<file path="config.mk">
export PLATFORM = sky130hd
export DESIGN_NAME = fetch
export DESIGN_NICKNAME = d
export VERILOG_FILES = /design/src/rtl/fetch.sv
export SDC_FILE = /design/constraint.sdc
export NUM_CORES = 1
export LEC_CHECK = 0
export ABC_CLOCK_PERIOD_IN_PS = 7200
export CAP_MARGIN = 20
export CORE_MARGIN = 2
export CORE_UTILIZATION = 54
export CTS_BUF_LIST = sky130_fd_sc_hd__clkbuf_16
export DETAILED_ROUTE_END_ITERATION = 12
export PLACE_DENSITY = 0.84
export SYNTH_ARGS = -nofsm -noshare
export SYNTH_HDL_FRONTEND = slang
export SYNTH_SLANG_ARGS = --single-unit
</file>
<file path="constraint.sdc">
create_clock -name clock -period 7.2 [get_ports clock]
set_input_delay 1.08 -clock clock [delete_from_list [all_inputs] [get_ports clock]]
set_output_delay 1.08 -clock clock [all_outputs]
set_load 0.01 [all_outputs]
</file>
<file path="src/rtl/fetch.sv">
// Instruction fetch stage of the swt16 pipeline: owns the PC, issues synchronous
// program-memory reads, and registers returned words (tagged for two-word instructions) into decode.
module fetch #(
  parameter int unsigned                  PMEM_ADDR_WIDTH = 12,
  parameter int unsigned                  PMEM_WORD_WIDTH = 16,
  parameter int unsigned                  PC_WIDTH        = 12,
  parameter int unsigned                  OPCODE_WIDTH    = 4,
  parameter logic [OPCODE_WIDTH-1:0]      LONG_OPCODE     = 4'hF,
  parameter logic [PC_WIDTH-1:0]          RESET_PC        = '0,
  parameter logic [PMEM_WORD_WIDTH-1:0]   NOP_WORD        = '0
) (
  input  logic                        clock,
  input  logic                        reset,
  input  logic                        in_set_pc,
  input  logic [PC_WIDTH-1:0]         in_new_pc,
  input  logic                        in_flush,
  input  logic                        in_stall,
  output logic [PMEM_ADDR_WIDTH-1:0]  out_pmem_addr,
  input  logic [PMEM_WORD_WIDTH-1:0]  in_pmem_data,
  output logic [PMEM_WORD_WIDTH-1:0]  out_instr,
  output logic [PC_WIDTH-1:0]         out_pc,
  output logic                        out_instr_valid,
  output logic                        out_second_word
);

  localparam logic [PC_WIDTH-1:0] PC_ONE = 1;

  typedef enum logic {FIRST, SECOND} state_e;

  state_e                       state_q, state_d;
  logic [PC_WIDTH-1:0]          pc_q;
  logic [PC_WIDTH-1:0]          req_pc;
  logic                         req_valid;
  logic                         skid_valid;
  logic                         skid_second;
  logic [PMEM_WORD_WIDTH-1:0]   skid_instr;
  logic [PC_WIDTH-1:0]          skid_pc;

  logic                         redirect;
  logic                         issue;
  logic                         live;
  logic                         live_second;
  logic                         load_valid;
  logic                         load_second;
  logic [PMEM_WORD_WIDTH-1:0]   load_instr;
  logic [PC_WIDTH-1:0]          load_pc;

  assign redirect      = in_set_pc || in_flush;
  assign issue         = !in_stall && !in_set_pc;
  assign live          = req_valid && !redirect;
  assign live_second   = (state_q == SECOND);
  assign out_pmem_addr = pc_q[PMEM_ADDR_WIDTH-1:0];

  // NOTE: sequential state uses non-blocking assignments so every register samples pre-edge values.
  always_ff @(posedge clock) begin
    if (reset) begin
      pc_q      <= RESET_PC;
      req_valid <= 1'b0;
      req_pc    <= '0;
    end else begin
      req_valid <= issue;
      if (issue) begin
        req_pc <= pc_q;
        pc_q   <= pc_q + PC_ONE;
      end else if (in_set_pc) begin
        pc_q <= in_new_pc;
      end
    end
  end

  // The skid word always drains before the pipe can return anything new, so it wins the select.
  // NOTE: every always_comb output gets a default first so no path can infer a latch.
  always_comb begin
    load_valid  = 1'b0;
    load_second = 1'b0;
    load_instr  = NOP_WORD;
    load_pc     = req_pc;
    if (!redirect) begin
      if (skid_valid) begin
        load_valid  = 1'b1;
        load_second = skid_second;
        load_instr  = skid_instr;
        load_pc     = skid_pc;
      end else if (live) begin
        load_valid  = 1'b1;
        load_second = live_second;
        load_instr  = in_pmem_data;
        load_pc     = req_pc;
      end
    end
  end

  always_comb begin
    state_d = state_q;
    if (redirect) begin
      state_d = FIRST;
    end else if (!in_stall && load_valid) begin
      if (!load_second && (load_instr[PMEM_WORD_WIDTH-1 -: OPCODE_WIDTH] == LONG_OPCODE)) begin
        state_d = SECOND;
      end else begin
        state_d = FIRST;
      end
    end
  end

  always_ff @(posedge clock) begin
    if (reset) begin
      state_q <= FIRST;
    end else begin
      state_q <= state_d;
    end
  end

  // A flush forces a bubble into decode even while decode is stalled.
  always_ff @(posedge clock) begin
    if (reset) begin
      out_instr       <= NOP_WORD;
      out_pc          <= '0;
      out_instr_valid <= 1'b0;
      out_second_word <= 1'b0;
    end else if (in_flush || !in_stall) begin
      out_instr       <= load_instr;
      out_pc          <= load_pc;
      out_instr_valid <= load_valid;
      out_second_word <= load_valid && load_second;
    end
  end

  always_ff @(posedge clock) begin
    if (reset) begin
      skid_valid <= 1'b0;
    end else if (redirect || !in_stall) begin
      skid_valid <= 1'b0;
    end else if (live) begin
      skid_valid <= 1'b1;
    end
  end

  // NOTE: skid payload is qualified by skid_valid, so it needs no reset.
  always_ff @(posedge clock) begin
    if (!redirect && in_stall && live) begin
      skid_instr  <= in_pmem_data;
      skid_pc     <= req_pc;
      skid_second <= live_second;
    end
  end

endmodule

</file>
==> impl_metrics.yaml <==
critical_path:
  crit_buf_inv: 1
  cp.required_ns: 7.42
  cp.arrival_ns: 3.94
  critPathSlowestCell: "nor3_2"
  crit_chain: "clkdlybuf4s50_1 -> nor3_2 -> o21ai_1 -> a2111o_1 -> a2111oi_2"
  cp_max_fo: 16
  cp_top_family: "compound AO/OA/AOI/OAI gates"
  start_kind: "input port"
  r2r_start: "skid_valid$_SDFFE_PP0P_"
  crit_start: "in_set_pc"
  crit_type: "input port to flop"
  cp_slowest_stage_delay_ns: 0.92
  end_kind: "flop"
yosys:
  netlist.area_leader.share_pct: 33.4
  ys_types: 40
  async_reset_ff_share_pct: 0
  syn_area_mm2: 0.00342
  synth_edf_count: 29
  avgSynthCellArea_um2: 10.5
  synth.area.top_cells: "dfxtp_1 (33%), edfxtp_1 (25%), nand2_1 (4.5%)"
  synth_area_leader_cell: "dfxtp_1"
  ys_warn_count: 0
  synth_ff_type: "dfxtp_1"
  syn_nets: 358
  yosysSeqAreaShare_pct: 58.9
  synth-seq-cells: 86
  synth_cells: 324
timing:
  worstMarginPinSlew_ns: 1.03
  slew_violations: 0
  setup_viol: 0
  hold_violations: 0
  fin_skew_ns: 0.00643
  whs_ns: 0.463
  setup-tns-final_ns: 0
  max-slew-margin-rel_pct: 31.5
  rsz0062_at_grt: "false"
  period_share_pct: 51.6
  period_needed_ns: 3.72
  timing.fmax_ghz: 0.269
routing:
  wire_per_inst_um: 15.7
  drc: 0
  antenna_left: 0
  vias: 2616
  first_pass_iters: 4
  via_per_inst: 5.61
  drt_iter0_drc: 181
  wl_um: 7340
final_layout:
  diodes: 0
  mostFrequentLayoutCells: "clkdlybuf4s50_1 (73), dfxtp_1 (57), nand2_1 (41)"
  drive_gt1_share_pct: 5.63
  final_util_pct: 73.4
  final_common_cell: "clkdlybuf4s50_1"
  nets: 420
  layout.cells.non_filler: 466
  area_delta_synth_final_pct: 29.4
clocking:
  clockBufferDepth: 2
  post_cts_resized: 0
  clockRootBuffer: "clkbuf_16"
  cts_tree: "yes"
  cts_buffers: 9
  clk_pin_slew_ns: 0.06
  h-tree-depth: 3
  clock_latency_ns: 0.33
  cts.sinks: 86
  postCtsSetupBuffers: 0
  postCtsHoldBufs: 0
floorplanning:
  io_pins: 75
  fp-row-count: 28
  die_h_um: 83.5
  coreArea_mm2: 0.00603
  die_width_um: 83.5
  start_util_pct: 56.7
  dieArea_mm2: 0.00698
placed_design:
  detailed_place_hpwl_um: 4720
  place_congestion: 0.783
  io_buffers: 74
  placedCellCount: 450
global_routing:
  grt_first_pass_wirelength_um: 12100
  grt_max_degree: 58
  track_usage_pct: 21.5
  grt_pass1_vias: 2507
  antenna_found_initial: 0
  grt_overflow: 0
power_and_ir_drop:
  ir_worst_vdd_uv: 141
  leakage_nw: 1.45
  power_density_mw_per_mm2: 227
  total_power_mw: 1.01
outcome:
  status: "finished clean"
worst_hold_path:
  min_path_type: "flop to flop"
  hp-start: "req_pc[9]$_SDFFE_PP0P_"
flow_run:
  max_cap_violations: 0
cell families (layout without fill, tap and decap cells):
| kind of cell | Yosys count | after routing | synth area share [%] |
|---|---|---|---|
| compound gates | 82 | 82 | 16.9 |
| xor+xnor | 7 | 7 | 1.79 |
| fa+ha+maj | 1 | 1 | 0.366 |
| buf+inv | 29 | 96 | 3.52 |
| flops | 86 | 86 | 58.9 |
| mux | 13 | 13 | 3.81 |
| simple gates | 106 | 106 | 14.8 |
synth_stat cells (all sizes together) (3+ instances only):
master  instances
nand3b          4
xnor2           7
inv             3
a21oi          20
dfxtp          57
mux2i          13
edfxtp         29
a22oi          17
a211oi         16
nor4            5
nor2           38
a22o           12
clkbuf         19
nand2          41
nor3            4
buf             6
o21ai           8
final timing paths:
path | to | slack [ns] | cells after the start
worst max-delay path | live_second$_SDFFE_PP0P_ | 3.48 | 5
worst max register to register | live_second$_SDFFE_PP0P_ | 4.39 | 4
worst min-delay path | skid_pc[9]$_DFFE_PP_ | 0.46 | 0
worst min register to register | skid_pc[9]$_DFFE_PP_ | 0.46 | 0
area by class of cell:
class / instances / area [µm²]
flip-flops and latches: 86 / 2010
fillers: 419 / 1600
multi-input cells: 209 / 1290
repair buffers: 76 / 751
clock buffers: 9 / 225
well taps: 75 / 93.8
clock inverters: 7 / 36.3
inverters: 4 / 15.0
per-layer routing:
layer | global-route usage, % | up-vias | share of wire, %
met3 | 4.35 | 7 | 4.2
met5 | 0 | - | 0
li1 | - | 1303 | -
met4 | 8.94 | 0 | 1.3
met2 | 35.0 | 71 | 48
met1 | 28.2 | 1235 | 47
state kept, by name, summed over array words and instances (netlist names):
name             count
out_instr           16
skid_instr          16
out_pc              12
out_pmem_addr       12
req_pc              12
skid_pc             12
live_second          1
out_instr_valid      1
out_second_word      1
req_valid            1
skid_second          1
skid_valid           1
power by group:
group          internal, mW  switching, mW  total, mW
logic                0.0406         0.0374     0.0780
clock network         0.228          0.177      0.405
registers             0.512         0.0115      0.523
per-stage QoR:
stage | area, µm² | setup WS (ns)
after floorplan | 3420 | 3.27
after global placement | 4160 | 3.29
after detailed placement | 4160 | 3.22
after CTS | 4420 | 3.48
after global routing | 4420 | 3.28
final | 4420 | 3.48
Note: power is estimated with default switching activity, not from simulation.
